===== src/rtl/imem_arbiter_pkg.sv =====
// Shared types and constants for the instruction/data memory port arbiter.
package imem_arbiter_pkg;

  localparam int unsigned TAG_W      = 4;
  localparam int unsigned DEF_ADDR_W = 32;
  localparam int unsigned DEF_DATA_W = 32;

  typedef enum logic [2:0] {
    IDLE,
    IF_REQ,
    IF_RSP,
    LS_REQ,
    LS_RSP
  } arb_state_e;

endpackage


===== src/rtl/imem_arb_starve_cnt.sv =====
// Saturating count of consecutive load/store grants taken while fetch waits.
module imem_arb_starve_cnt #(
  parameter int unsigned MAX = 4
) (
  input  logic clk,
  input  logic rst,
  input  logic inc,
  input  logic clr,
  output logic at_max
);

  localparam int unsigned CW = (MAX < 1) ? 1 : $clog2(MAX + 1);

  logic [CW-1:0] cnt_q;

  assign at_max = (cnt_q == CW'(MAX));

  // Clear wins over increment; increment stops at MAX.
  always_ff @(posedge clk or posedge rst) begin
    if (rst) begin
      cnt_q <= '0;
    end else if (clr) begin
      cnt_q <= '0;
    end else if (inc && !at_max) begin
      cnt_q <= cnt_q + 1'b1;
    end
  end

endmodule


===== src/rtl/imem_arbiter.sv =====
// Arbitrates the single memory port between fetch and load/store, one
// transaction outstanding, data-priority with bounded fetch starvation.
module imem_arbiter
  import imem_arbiter_pkg::*;
#(
  parameter int unsigned ADDR_W     = DEF_ADDR_W,
  parameter int unsigned DATA_W     = DEF_DATA_W,
  parameter int unsigned STARVE_MAX = 4
) (
  input  logic                i_clk,
  input  logic                i_rst,
  input  logic                i_if_req,
  input  logic [ADDR_W-1:0]   i_if_addr,
  input  logic [TAG_W-1:0]    i_if_tag,
  input  logic                i_jump,
  output logic                o_if_gnt,
  output logic                o_if_rvalid,
  output logic [DATA_W-1:0]   o_if_rdata,
  output logic [TAG_W-1:0]    o_if_rtag,
  output logic                o_fetch_en,
  input  logic                i_ls_req,
  input  logic                i_ls_we,
  input  logic [ADDR_W-1:0]   i_ls_addr,
  input  logic [DATA_W-1:0]   i_ls_wdata,
  input  logic [DATA_W/8-1:0] i_ls_be,
  output logic                o_ls_gnt,
  output logic                o_ls_rvalid,
  output logic [DATA_W-1:0]   o_ls_rdata,
  output logic                o_mem_req,
  output logic                o_mem_we,
  output logic [ADDR_W-1:0]   o_mem_addr,
  output logic [DATA_W-1:0]   o_mem_wdata,
  output logic [DATA_W/8-1:0] o_mem_be,
  input  logic                i_mem_gnt,
  input  logic                i_mem_rvalid,
  input  logic [DATA_W-1:0]   i_mem_rdata
);

  arb_state_e          state_q, state_d;
  logic                drop_q, drop_d;
  logic                we_q, we_d;
  logic [ADDR_W-1:0]   addr_q, addr_d;
  logic [DATA_W-1:0]   wdata_q, wdata_d;
  logic [DATA_W/8-1:0] be_q, be_d;
  logic [TAG_W-1:0]    tag_q, tag_d;
  logic                at_max;
  logic                starve_inc, starve_clr;

  // Only the latched bundle reaches memory, and only while requesting.
  assign o_mem_req   = (state_q == IF_REQ) || (state_q == LS_REQ);
  assign o_mem_we    = o_mem_req & we_q;
  assign o_mem_addr  = o_mem_req ? addr_q  : '0;
  assign o_mem_wdata = o_mem_req ? wdata_q : '0;
  assign o_mem_be    = o_mem_req ? be_q    : '0;

  assign starve_inc = o_ls_gnt & i_if_req;
  assign starve_clr = o_if_gnt | ((state_q == IDLE) & ~i_if_req);

  imem_arb_starve_cnt #(
    .MAX (STARVE_MAX)
  ) u_starve_cnt (
    .clk    (i_clk),
    .rst    (i_rst),
    .inc    (starve_inc),
    .clr    (starve_clr),
    .at_max (at_max)
  );

  // Next-state, grants, response pulses and bundle capture.
  always_comb begin
    state_d     = state_q;
    drop_d      = drop_q;
    we_d        = we_q;
    addr_d      = addr_q;
    wdata_d     = wdata_q;
    be_d        = be_q;
    tag_d       = tag_q;
    o_if_gnt    = 1'b0;
    o_ls_gnt    = 1'b0;
    o_if_rvalid = 1'b0;
    o_if_rdata  = '0;
    o_if_rtag   = '0;
    o_fetch_en  = 1'b0;
    o_ls_rvalid = 1'b0;
    o_ls_rdata  = '0;
    unique case (state_q)
      IDLE: begin
        if (i_if_req && (!i_ls_req || at_max)) begin
          o_if_gnt = 1'b1;
          we_d     = 1'b0;
          addr_d   = i_if_addr;
          wdata_d  = '0;
          be_d     = '1;
          tag_d    = i_if_tag;
          drop_d   = i_jump;
          state_d  = IF_REQ;
        end else if (i_ls_req) begin
          o_ls_gnt = 1'b1;
          we_d     = i_ls_we;
          addr_d   = i_ls_addr;
          wdata_d  = i_ls_wdata;
          be_d     = i_ls_be;
          state_d  = LS_REQ;
        end
      end
      IF_REQ: begin
        if (i_jump) drop_d = 1'b1;
        if (i_mem_gnt) state_d = IF_RSP;
      end
      IF_RSP: begin
        if (i_mem_rvalid) begin
          // A jump in the completion cycle also makes this word stale.
          if (!(drop_q || i_jump)) begin
            o_if_rvalid = 1'b1;
            o_fetch_en  = 1'b1;
            o_if_rdata  = i_mem_rdata;
            o_if_rtag   = tag_q;
          end
          drop_d  = 1'b0;
          state_d = IDLE;
        end else if (i_jump) begin
          drop_d = 1'b1;
        end
      end
      LS_REQ: begin
        if (i_mem_gnt) state_d = LS_RSP;
      end
      LS_RSP: begin
        if (i_mem_rvalid) begin
          o_ls_rvalid = 1'b1;
          o_ls_rdata  = we_q ? '0 : i_mem_rdata;
          state_d     = IDLE;
        end
      end
      default: state_d = IDLE;
    endcase
  end

  // State, drop flag and captured request bundle.
  always_ff @(posedge i_clk or posedge i_rst) begin
    if (i_rst) begin
      state_q <= IDLE;
      drop_q  <= 1'b0;
      we_q    <= 1'b0;
      addr_q  <= '0;
      wdata_q <= '0;
      be_q    <= '0;
      tag_q   <= '0;
    end else begin
      state_q <= state_d;
      drop_q  <= drop_d;
      we_q    <= we_d;
      addr_q  <= addr_d;
      wdata_q <= wdata_d;
      be_q    <= be_d;
      tag_q   <= tag_d;
    end
  end

endmodule


===== config.mk =====
export PLATFORM = sky130hd
export DESIGN_NAME = imem_arbiter
export DESIGN_NICKNAME = d
export VERILOG_FILES = /design/src/rtl/imem_arbiter_pkg.sv /design/src/rtl/imem_arb_starve_cnt.sv /design/src/rtl/imem_arbiter.sv
export SDC_FILE = /design/constraint.sdc
export NUM_CORES = 1
export LEC_CHECK = 0
export BUFFER_PORTS_ARGS = -buffer_cell sky130_fd_sc_hd__buf_2
export CAP_MARGIN = 15
export CORE_AREA = 4 4 109 111
export DETAILED_ROUTE_END_ITERATION = 8
export DIE_AREA = 0 0 113 115
export PLACE_DENSITY = 0.8
export SLEW_MARGIN = 30
export SYNTH_ARGS = -nofsm -noshare
export SYNTH_HDL_FRONTEND = slang
export SYNTH_SLANG_ARGS = --single-unit

===== constraint.sdc =====
create_clock -name i_clk -period 4.3 [get_ports i_clk]
set_input_delay 0.215 -clock i_clk [delete_from_list [all_inputs] [get_ports i_clk]]
set_output_delay 0.215 -clock i_clk [all_outputs]
set_load 0.01 [all_outputs]

[Word-level counts from Yosys, hierarchy flattened]
Index checks and enable logic that the tools add are counted.
Operators by class
  bitwise operators: 5
  $add $sub $neg: 1
  reductions and logical operators: 16
  equality and inequality tests: 10
  multiplexer cells: 42
Operator list (count)
  2-to-1 mux 32 bit: 12
  2-to-1 mux 4 bit: 6
  2-to-1 mux 3 bit: 7
  2-to-1 mux 1 bit: 15
  one-hot mux 3 bit (4 select lines): 1
  equality test 3 x 2 -> 1 bit, second input constant: 2
  equality test 3 bit, second input constant: 2
  AND reduction 2 bit: 3
  != test 2 x 1 -> 1 bit, second input constant: 2
  != test 2 bit, second input constant: 2
  AND reduction 4 bit: 1
  nonzero test 2 bit: 2
  adder 3 x 1 -> 3 bit, second input constant: 1
  AND 1 bit: 3
  equality test 3 x 1 -> 1 bit, second input constant: 1
  zero test 3 bit: 1
  logical OR 1 bit: 3
  != test 3 x 2 -> 1 bit, second input constant: 1
  one-hot mux 1 bit (3 select lines): 1
  nonzero test 3 bit: 1
  logical AND 1 bit: 2
  zero test 1 bit: 2
  OR reduction 2 bit: 1
  inverter 1 bit: 1
  bitwise OR 1 bit: 1
Storage, ports and cells
  output and inout port bits: 143
  logic and storage cells: 82
  register bits after elaboration: 80
  bits of input ports: 144

[Logic depth before layout (Yosys ltp)]
  word-level depth: 9
  mapped depth: 7

[By module]
Synthesis repeated with hierarchy kept, for this count alone.
Unflattened totals
  cell total of the unflattened synthesis: 519
  area total of the unflattened synthesis: 4476.8 µm²
Modules (own cells, without submodules)
  imem_arbiter: instances 1, cells an instance 500, area an instance 4280.4 µm², seq. area each 1926.8 µm²
  imem_arb_starve_cnt: instances 1, cells an instance 19, area an instance 196.4 µm², seq. area each 75.1 µm²

[Least setup slack after synthesis]
No wires, ideal clock.
  path kind: register to register
  start point: register u_starve_cnt.cnt_q[0]
  end point: register addr_q[0]
  cell stages (with the launch flop): 8
  slack: 2.673 ns
  buffers on the path: 2
  data arrival time: 1.497 ns
  setup time: 0.130 ns
  data required time: 4.170 ns
  period minus slack after synthesis: 1.627 ns
  cells stage by stage: dfrtp_1 > inv_1 > ha_1 > a21bo_2 > buf_2 > buf_2 > a311oi_1 > a2bb2oi_2
On the way
  word-level cells in the longest chain between the ends: 5
  elaborated cells on any way between the ends: 6
  classes of those cells: eq/ne (1); mux (1); reduce/logical (4)
RTL lines
  start, declared: RTL line imem_arb_starve_cnt.sv:14  | logic [CW-1:0] cnt_q;
  start signal, assigned: RTL line imem_arb_starve_cnt.sv:25  | cnt_q <= cnt_q + 1'b1;
  equality test 3 bit *: RTL line imem_arb_starve_cnt.sv:16  | assign at_max = (cnt_q == CW'(MAX));
  logical OR 1 bit *: RTL line imem_arbiter.sv:88  | if (i_if_req && (!i_ls_req || at_max)) begin
  logical AND 1 bit *: RTL line imem_arbiter.sv:88
  nonzero test 2 bit (no source line)
  AND reduction 2 bit (no source line)
  end signal, assigned: RTL line imem_arbiter.sv:153  | addr_q <= addr_d;
  end, declared: RTL line imem_arbiter.sv:42  | logic [ADDR_W-1:0] addr_q, addr_d;
Mark *: on every way between the ends. The rest lies on a longest branch, timed or not.
A chain may end at the register's enable or synchronous reset.

[Worst setup path after layout]
  start point: register u_starve_cnt.cnt_q[0]
  end point: output o_if_gnt
On the way
  word-level cells in the longest chain between the ends: 5
RTL lines
  equality test 3 bit: RTL line imem_arb_starve_cnt.sv:16
  logical OR 1 bit: RTL line imem_arbiter.sv:88
  logical AND 1 bit: RTL line imem_arbiter.sv:88
  2-to-1 mux 1 bit: RTL line imem_arbiter.sv:88
  2-to-1 mux 1 bit: RTL line imem_arbiter.sv:86  | unique case (state_q)
  end, declared: RTL line imem_arbiter.sv:16  | output logic o_if_gnt,
Every way passes these cells.

==> reports/metrics.csv <==
metric,value,unit
dominant synthesized flop cell,dfrtp_1,
final hold slack,0.0686,ns
endpoints failing setup,0,
layout cells sized above 1,49.6,%
largest net degree at the start of global routing,60,
maximum root-to-sink buffer count,2,
DP Wirelength,11.8,mm
CP required,4.09,ns
CP max FO,34,
number of synthesized flops with an enable pin,0,
Buffers on Ports,286,
asr flop ratio synth,100,%
Worst Setup Path Type,flip-flop to output pin,
wire per inst,18.4,um
VDD IR max,0.277,mV
synth top area cells,"dfrtp_1, and2_1, a2bb2oi_2",
clock sinks,80,
Util after Layout,59.5,%
"Arr. time, crit path",2.45,ns
fin crit share,62.0,%
Max Freq,375,MHz
Pwr per Cell Area,624,mW/mm^2
Most Frequent Cell on Critical Path,inv_1,
All-Layer GR Usage,23.1,%
Final TNS setup,0,ns
Netlist cell types,42,
Syn Nets,596,
Die Area,0.0130,mm^2
status,finished clean,
DIE HEIGHT,115,um
gate count of the mapped netlist,450,
Max stage delay on crit path,0.63,ns
starting DRC count in detailed routing,403,
Placed Cells,837,
"Cell Chain, Critical Path",inv_1 > ha_1 > a21bo_2 > nand3_1 > inv_1 > buf_2,
leading area contributor after synthesis,dfrtp_1,
area of the multi-input gates,0.00247,mm^2
Hold Fails Final Rpt,0,
routed wire length,15.7,mm
top cells by instance count after synthesis,"and2_1, dfrtp_1, o21ai_0",
Placer Congestion,0.924,
First-pass DRT Iterations,4,
Seq cells post-synth,80,
Layout Cells excl Fill,855,
fill cell count,929,
Yosys Warn Count,0,
die width,113,um
max cap viols,0,
root buf cell,clkbuf_8,
RSZ-0062 raised after global routing,false,
layout overhead on the synthesized area,36.0,%
post-route antenna net violation count,0,
Starting Density,43.8,%
Worst Tran Pin Value,0.828,ns
"Slew Viols, Final",0,
post-cts resize count,0,
Netlist Area Pre-Place,0.00472,mm^2
gr ovfl total,0,
Sequential cell area,0.00200,mm^2
Leak,3.33,nW
minimum clock period,2.67,ns
htree depth,3,
min-delay worst type,primary input to flip-flop,
drt drc,0,
initial antenna violation count,1,
"Seq/Total Area, Yosys",42.4,%
vias in the first global route,4581,
Via Count,4580,
Core Area,0.0108,mm^2
crit end category,output pin,
Worst Setup Start Kind,flip-flop,
drt via density,5.36,
top cell type's share of synthesized area,42.4,%
CTS tree,built,
Max-slew headroom,44.7,%
Overall Power,0.00401,W
Top Ports,287,
Skew-Pair Late Insertion Delay,0.36,ns
Rows,38,
Slowest cell on crit path,a21bo_2,
first-pass GRT wire length,23.9,mm
Mapped Avg Cell Area,10.5,um^2
Setup Skew,0.00759,ns
most common cell in the netlist,and2_1,
final-stage net count,855,
Worst-path clk slew,0.08,ns
TritonCTS buffer count,9,
-- cell type report --
type                       count  share of cell area [%]
tap                          140                    2.73
sequential                    80                    31.2
inverter                       7                   0.487
clock inverter                 5                    1.60
timing repair buffer         293                    23.1
antenna                        1                  0.0390
clock buffer                  11                    2.36
multi-input combinational    318                    38.5
-- layer usage --
layer / vias to the layer above / routed length, um / GRT usage [%] / part of all wire, %
met5: - / 0 / 0 / 0
met4: 0 / 400 / 10.2 / 2.5
met3: 28 / 997 / 3.79 / 6.3
met2: 195 / 8580 / 42.8 / 55
met1: 2211 / 5740 / 26.3 / 37
li1: 2146 / - / - / -
-- power breakdown --
group	leakage, nW	internal, W	switching (W)
logic	2.24	0.000997	0.00100
clock network	0.126	0.000416	0.000282
registers	0.960	0.00109	0.000217
total	3.33	0.00250	0.00150
-- worst max-delay path: cells and delay by family, from the launching register on --
kind / cells / cell delay (ns)
AOI/OAI and AO/OA: 1 / 0.63
adders and majority gates: 1 / 0.26
buffers and inverters: 3 / 0.34
DFF: 1 / 0.42
and+or+nand+nor: 1 / 0.43
-- registers in the layout, indices dropped and copies added (netlist names) --
name / flops
u_starve_cnt.cnt_q: 3
state_q: 3
drop_q: 1
be_q: 4
tag_q: 4
we_q: 1
addr_q: 32
wdata_q: 32
-- through the flow --
stage | worst slack (ns) | instance area, um^2
after global placement | 1.92 | 6140
after CTS | 1.61 | 6420
after global routing | 1.40 | 6420
after detailed placement | 1.90 | 6150
after floorplan | 2.03 | 4720
final | 1.63 | 6420
-- what timing repair did --
action / in CTS / in global routing
hold endpoints to repair: 58 / 0
setup buffers: 0 / 0
hold buffers: 1 / 0
-- layout by cell type (no fill, tap or decap), types with 2 or more instances in the layout --
master	n
buf_2	286
and2_1	137
dfrtp_1	80
o21ai_0	36
a22o_1	33
a311oi_1	31
a2bb2oi_2	30
clkbuf_8	11
nand2_1	6
buf_4	6
inv_1	4
mux2_2	4
o22a_1	4
nor2b_1	4
nand4_1	3
bufinv_16	3
inv_2	2
o21ai_1	2
nor3_2	2
nor2_1	2
a2bb2oi_1	2
ha_1	2
-- path summary, 6_finish.rpt --
| kind | from | to | slack [ns] | cells past startpoint |
|---|---|---|---|---|
| setup reg to reg | u_starve_cnt.cnt_q[0] | tag_q[1] | 1.96 | 5 |
| hold / removal | i_ls_wdata[26] | wdata_q[26] | 0.07 | 2 |
| hold reg to reg | wdata_q[24] | wdata_q[24] | 0.50 | 1 |
| setup / recovery | u_starve_cnt.cnt_q[0] | o_if_gnt | 1.63 | 6 |
| max in group asynchronous | i_rst | u_starve_cnt.cnt_q[0] | 3.14 | 4 |
| min in group asynchronous | i_rst | wdata_q[6] | 0.43 | 3 |
-- cell families after synthesis --
| kind of cell | Yosys count | share of synthesized area [%] |
|---|---|---|
| simple gates | 163 | 21.9 |
| compound gates | 149 | 28.6 |
| flops | 80 | 42.4 |
| buf+inv | 52 | 5.62 |
| mux | 4 | 0.954 |
| fa+ha+maj | 2 | 0.530 |
Power figures use the tool's default switching activity.
